--- config.mk ---
export PLATFORM = sky130hd
export DESIGN_NAME = sobel_window_sequencer_flat
export DESIGN_NICKNAME = d
export VERILOG_FILES = /design/src/rtl/sobel_pkg.sv /design/src/rtl/sobel_window_sequencer_if.sv /design/src/rtl/flex_counter.sv /design/src/rtl/sobel_window_sequencer.sv /design/src/flat_wrapper.sv
export SDC_FILE = /design/constraint.sdc
export NUM_CORES = 1
export LEC_CHECK = 0
export ABC_CLOCK_PERIOD_IN_PS = 2000
export BUFFER_PORTS_ARGS = -buffer_cell sky130_fd_sc_hd__buf_2
export CORE_AREA = 2 2 55 57
export CTS_BUF_LIST = sky130_fd_sc_hd__clkbuf_4 sky130_fd_sc_hd__clkbuf_8 sky130_fd_sc_hd__clkbuf_16
export CTS_CLUSTER_DIAMETER = 150
export CTS_CLUSTER_SIZE = 20
export DETAILED_ROUTE_END_ITERATION = 16
export DIE_AREA = 0 0 57 59
export PLACE_DENSITY = 0.63
export SYNTH_ARGS = -nofsm -noshare
export SYNTH_HDL_FRONTEND = slang
export SYNTH_SLANG_ARGS = --single-unit
--- constraint.sdc ---
create_clock -name clk -period 2 [get_ports clk]
set_input_delay 0.4 -clock clk [delete_from_list [all_inputs] [get_ports clk]]
set_output_delay 0.4 -clock clk [all_outputs]
set_load 0.02 [all_outputs]
--- src/rtl/sobel_pkg.sv ---
// rtl/sobel_pkg.sv - Sobel sequencer types and window constants (SOBEL_SEQ_SKIP_WRAP_EN)
package sobel_pkg;

  typedef enum logic [2:0] {
    IDLE    = 3'd0,
    ISSUE   = 3'd1,
    WAIT    = 3'd2,
    RELEASE = 3'd3,
    ERROR   = 3'd4
  } seq_state_t;

  localparam int NUM_WINDOWS = 8;
  localparam int OPT_W       = 3;

`ifdef SOBEL_SEQ_SKIP_WRAP_EN
  // Windows 6 and 7 straddle the buffer wrap and are skipped.
  localparam int NWIN = 6;
`else
  localparam int NWIN = NUM_WINDOWS;
`endif

  localparam logic [OPT_W-1:0] LAST_WIN = OPT_W'(NWIN - 1);

endpackage

--- src/rtl/sobel_window_sequencer_if.sv ---
// rtl/sobel_window_sequencer_if.sv - handshake bundle between line buffer, sequencer and window controller
interface sobel_window_sequencer_if #(
  parameter int LINE_W = 8
);
  import sobel_pkg::*;

  logic              seq_en;
  logic              abort;
  logic              buf_valid;
  logic              stall;
  logic              sobel_ready;
  logic [OPT_W-1:0]  option;
  logic              computeSobel;
  logic              buf_release;
  logic              frame_done;
  logic [LINE_W-1:0] line_count;
  logic              busy;
  logic              timeout_err;

  modport master (
    input  seq_en, abort, buf_valid, stall, sobel_ready,
    output option, computeSobel, buf_release, frame_done, line_count, busy, timeout_err
  );

  modport slave (
    output seq_en, abort, buf_valid, stall, sobel_ready,
    input  option, computeSobel, buf_release, frame_done, line_count, busy, timeout_err
  );

endinterface

--- src/rtl/flex_counter.sv ---
// rtl/flex_counter.sv - clearable up-counter with terminal-count flag at rollover_val
module flex_counter #(
  parameter int CNT_W = 4
) (
  input  logic             clk,
  input  logic             n_rst,
  input  logic             clear,
  input  logic             count_enable,
  input  logic [CNT_W-1:0] rollover_val,
  output logic             rollover_flag
);

  logic [CNT_W-1:0] count;

  always_ff @(posedge clk) begin
    if (!n_rst) begin
      count <= '0;
    end else if (clear) begin
      count <= '0;
    end else if (count_enable) begin
      if (count == rollover_val) count <= '0;
      else                       count <= count + 1'b1;
    end
  end

  assign rollover_flag = (count == rollover_val);

endmodule

--- src/rtl/sobel_window_sequencer.sv ---
// rtl/sobel_window_sequencer.sv - per-slice Sobel window request scheduler; SOBEL_SEQ_SKIP_WRAP_EN drops wrap windows
module sobel_window_sequencer
  import sobel_pkg::*;
#(
  parameter int FRAME_LINES = 256,
  parameter int TIMEOUT_CYC = 15,
  parameter int LINE_W      = (FRAME_LINES > 1) ? $clog2(FRAME_LINES) : 1
) (
  input  logic                     clk,
  input  logic                     n_rst,
  sobel_window_sequencer_if.master bus
);

  localparam int CNT_W = $clog2(TIMEOUT_CYC + 1);

  seq_state_t        state;
  seq_state_t        state_nxt;
  logic [OPT_W-1:0]  win_cnt;
  logic [LINE_W-1:0] line_count;
  logic              timeout_err;
  logic              last_line;
  logic              tmo_hit;
  logic              release_fire;

  assign last_line    = (line_count == LINE_W'(FRAME_LINES - 1));
  assign release_fire = (state == RELEASE) && !bus.abort;

  // Counter sits at zero outside WAIT, so it restarts on every WAIT entry;
  // the flag marks the last WAIT cycle in which ready is still accepted.
  flex_counter #(.CNT_W(CNT_W)) u_timeout (
    .clk           (clk),
    .n_rst         (n_rst),
    .clear         (state != WAIT),
    .count_enable  (state == WAIT),
    .rollover_val  (CNT_W'(TIMEOUT_CYC - 1)),
    .rollover_flag (tmo_hit)
  );

  always_comb begin
    state_nxt = state;
    case (state)
      IDLE:    if (bus.seq_en && bus.buf_valid) state_nxt = ISSUE;
      ISSUE:   if (!bus.stall) state_nxt = WAIT;
      WAIT: begin
        if (bus.sobel_ready) state_nxt = (win_cnt == LAST_WIN) ? RELEASE : ISSUE;
        else if (tmo_hit)    state_nxt = ERROR;
      end
      RELEASE: state_nxt = IDLE;
      ERROR:   state_nxt = ERROR;
      default: state_nxt = IDLE;
    endcase
    if (bus.abort) state_nxt = IDLE;
  end

  always_ff @(posedge clk) begin
    if (!n_rst) begin
      state       <= IDLE;
      win_cnt     <= '0;
      line_count  <= '0;
      timeout_err <= 1'b0;
    end else begin
      state <= state_nxt;
      if (bus.abort) begin
        win_cnt     <= '0;
        timeout_err <= 1'b0;
      end else begin
        case (state)
          IDLE: win_cnt <= '0;
          WAIT: begin
            if (bus.sobel_ready) begin
              if (win_cnt != LAST_WIN) win_cnt <= win_cnt + 1'b1;
            end else if (tmo_hit) begin
              timeout_err <= 1'b1;
            end
          end
          RELEASE: begin
            win_cnt    <= '0;
            line_count <= last_line ? '0 : line_count + 1'b1;
          end
          default: ;
        endcase
      end
    end
  end

  assign bus.option       = (state == ERROR) ? '0 : win_cnt;
  assign bus.computeSobel = (state == ISSUE) && !bus.stall && !bus.abort;
  assign bus.buf_release  = release_fire;
  assign bus.frame_done   = release_fire && last_line;
  assign bus.line_count   = line_count;
  assign bus.busy         = (state != IDLE);
  assign bus.timeout_err  = timeout_err;

endmodule
--- src/flat_wrapper.sv ---
// flat-port wrapper written by rule: the top's interface ports become plain ports
module sobel_window_sequencer_flat import sobel_pkg::*;
#(
  parameter int FRAME_LINES = 256,
  parameter int TIMEOUT_CYC = 15,
  parameter int LINE_W      = (FRAME_LINES > 1) ? $clog2(FRAME_LINES) : 1
)
  (clk, n_rst, bus_seq_en, bus_abort, bus_buf_valid, bus_stall, bus_sobel_ready, bus_option, bus_computeSobel, bus_buf_release, bus_frame_done, bus_line_count, bus_busy, bus_timeout_err);
  sobel_window_sequencer_if #(.LINE_W(LINE_W)) bus_i ();
  input  logic clk;
  input  logic n_rst;
  input wire logic [$bits(bus_i.seq_en)-1:0] bus_seq_en;
  input wire logic [$bits(bus_i.abort)-1:0] bus_abort;
  input wire logic [$bits(bus_i.buf_valid)-1:0] bus_buf_valid;
  input wire logic [$bits(bus_i.stall)-1:0] bus_stall;
  input wire logic [$bits(bus_i.sobel_ready)-1:0] bus_sobel_ready;
  output wire logic [$bits(bus_i.option)-1:0] bus_option;
  output wire logic [$bits(bus_i.computeSobel)-1:0] bus_computeSobel;
  output wire logic [$bits(bus_i.buf_release)-1:0] bus_buf_release;
  output wire logic [$bits(bus_i.frame_done)-1:0] bus_frame_done;
  output wire logic [$bits(bus_i.line_count)-1:0] bus_line_count;
  output wire logic [$bits(bus_i.busy)-1:0] bus_busy;
  output wire logic [$bits(bus_i.timeout_err)-1:0] bus_timeout_err;
  assign bus_i.seq_en = bus_seq_en;
  assign bus_i.abort = bus_abort;
  assign bus_i.buf_valid = bus_buf_valid;
  assign bus_i.stall = bus_stall;
  assign bus_i.sobel_ready = bus_sobel_ready;
  assign bus_option = bus_i.option;
  assign bus_computeSobel = bus_i.computeSobel;
  assign bus_buf_release = bus_i.buf_release;
  assign bus_frame_done = bus_i.frame_done;
  assign bus_line_count = bus_i.line_count;
  assign bus_busy = bus_i.busy;
  assign bus_timeout_err = bus_i.timeout_err;
  sobel_window_sequencer #(.FRAME_LINES(FRAME_LINES), .TIMEOUT_CYC(TIMEOUT_CYC), .LINE_W(LINE_W)) u_core (.clk(clk), .n_rst(n_rst), .bus(bus_i));
endmodule
==> metrics <==
CP max stage cell or4b_1; Worst-Margin Slew 0.435 ns; post-synth cell types 32; outcome finished, final reports clean; initial antenna violation count 0; most frequent cells in the layout buf_2 (22), dfxtp_1 (17), nor2_1 (12); Post-synth EDFFs 0; Final min period 1.92 ns; top post-synthesis cells by area dfxtp_1 (41%), nor2_1 (4.9%), ha_1 (4.1%), a21oi_1 (3.8%), xnor2_1 (3.8%); crit end category output pin; crit-path max cell delay 0.55 ns; IO Port Bufs 22; diodes inserted 0; syn avg cell area 8.88 um^2; DRC violations left 0; Area growth syn-to-layout 19.2%; DIE HEIGHT 59 um; Core Util, Final 0.406; Synth Flop Type dfxtp_1; first-pass GRT wire length 3460 um; gr ovfl total 0; worst-path cell chain or4b_1, nor2_1, buf_2; largest net degree at the start of global routing 11; launching point of the worst reg2reg path u_core.win_cnt[0]; sequential element share of the synthesized area 0.412; layout cell share with drive strength beyond 1 0.246; Routability Congestion 0.749; placement row count 19; Synth Instances 104; CP Data Arrival Time 1.52 ns; drt first pass iters 4; Initial Util 0.341; CP Launch Type flip-flop; die area 0.00336 mm^2; dominant cell type by area after synthesis dfxtp_1; Detail Route Antenna Nets 0; register bit total from synthesis 19; syn_nets 114; Fin. Hold Viols 0; via count of the first global-routing pass 810; Post-Syn Area 923 um^2; Root Buffer clkbuf_4; CP Max Fanout 8; max-slew violations 0; Setup Skew 0.00449 ns; crit path from u_core.state[2]; Post-DP HPWL 1470 um; vias 819; Vias/cell 5.09; unrepaired setup endpoints after global routing false; path depth of the worst reg2reg path 6; clock-pin slew on the worst setup and hold paths 0.11 ns; min-delay worst type in2reg; Worst R2R Setup Slack 0.44 ns; top cell type's share of synthesized area 0.412; Clk Latency, worst-skew pair 0.30 ns; commonest non-fill, non-tap cell in the layout buf_2; First DRT Iteration DRCs 10; Core ar. 0.00271 mm^2; Clock Sinks 19; CTS Buf Count 3; hold-fix buffers at CTS 0; PwrDens 562 mW/mm^2; Nets 141; YS warnings 0; final setup TNS 0 ns; Slew HR 0.709; maximum vdd ir drop 0.265 mV; final wirelength 1960 um; Longest Clk Path Bufs 2; GR Util All Layers 0.132; Worst setup endpoint bus_computeSobel; Top-Level Pins 23; Max Cap Viol 0; fin crit share 0.958; die span in x 57 um; leak pwr 0.472 nW; R2R Path End u_core.win_cnt[1]; # setup viols final 0; FMAX 522 MHz; H-tree levels 1; Worst Path Class, Setup reg2out; Critical Path RT 1.60 ns; CTS tree yes; Avg WL per Cell 12.2 um; ys async rst share 0
## cell usage after synthesis (2+ instances only)
| library cell | instances |
|---|---|
| a22oi_1 | 2 |
| nor3_1 | 2 |
| mux2i_1 | 2 |
| o21ai_0 | 3 |
| nand3b_1 | 4 |
| xnor2_1 | 4 |
| ha_1 | 3 |
| and2_1 | 4 |
| nor2_1 | 12 |
| a21oi_1 | 7 |
| dfxtp_1 | 19 |
| xor2_1 | 2 |
| nor2b_1 | 4 |
| nor3b_1 | 2 |
| nand2b_1 | 4 |
| nand2_1 | 9 |
| nand3_1 | 5 |
| and2b_1 | 2 |
## what timing repair did
item / 4_1_cts / 5_1_grt
setup endpoints to repair: 0 / 1
setup buffers: 0 / 0
hold endpoints to repair: 0 / 0
resized for setup: 0 / 2
## per-layer routing
metal,GRT usage,vias up,wire length [um]
met5,0,-,0
met4,0.0797,0,18
met3,0.0240,2,113
met2,0.212,21,915
met1,0.165,377,910
li1,-,419,-
## per-stage QoR
stage                     worst slack, ns  instance area, um^2  power (W)  hold WS (ns)  instances
after global routing              0.00704                 1100   0.000647         0.412        161
after global placement              0.360                 1070   0.000415         0.455        157
after detailed placement            0.346                 1070   0.000415         0.473        157
after CTS                          0.0505                 1100   0.000632         0.394        161
after floorplan                     0.339                  923   0.000402         0.466        104
final                              0.0844                 1100   0.000618         0.397        161
## critical path: cells and delay by family (launching register included)
family / cells / cell delay [ns]
simple gates: 2 / 0.65
flops: 1 / 0.39
buf+inv: 1 / 0.17
## logic make-up after synthesis
logic type	share of synthesized area
AND/OR/NAND/NOR	0.351
flip-flops	0.412
AO/OA/AOI/OAI	0.106
XOR/XNOR	0.0569
adder cells (fa/ha/maj)	0.0407
multiplexers	0.0217
buffers and inverters	0.0122
## power breakdown
part | total [W] | switching [W] | internal (W)
clock | 0.000212 | 0.000120 | 0.0000913
combinational | 0.0000254 | 0.0000144 | 0.0000111
sequential | 0.000381 | 0.00000183 | 0.000379
total | 0.000618 | 0.000137 | 0.000482
## cell type report
cell class	count	area (um^2)
clock buffers	4	30.0
fillers	321	1610
multi-input cells	84	532
flip-flops and latches	19	383
well taps	31	38.8
repair buffers	23	118
## how the worst min path moves through the flow
stage / start / to / depth (start not counted)
final: bus_stall / u_core.state[0] / 3
after detailed placement: u_core.bus.timeout_err / u_core.bus.timeout_err / 2
after floorplan: u_core.u_timeout.count[3] / u_core.u_timeout.count[3] / 2
after CTS: bus_stall / u_core.state[0] / 3
after global placement: u_core.bus.timeout_err / u_core.bus.timeout_err / 2
after global routing: bus_stall / u_core.state[0] / 3
## sequential cells by signal, indices dropped and copies added (netlist names)
register,count
u_core.bus.line_count,8
u_core.u_timeout.count,4
u_core.state,3
u_core.win_cnt,3
u_core.bus.timeout_err,1
Note: power is estimated with default switching activity, not from simulation.
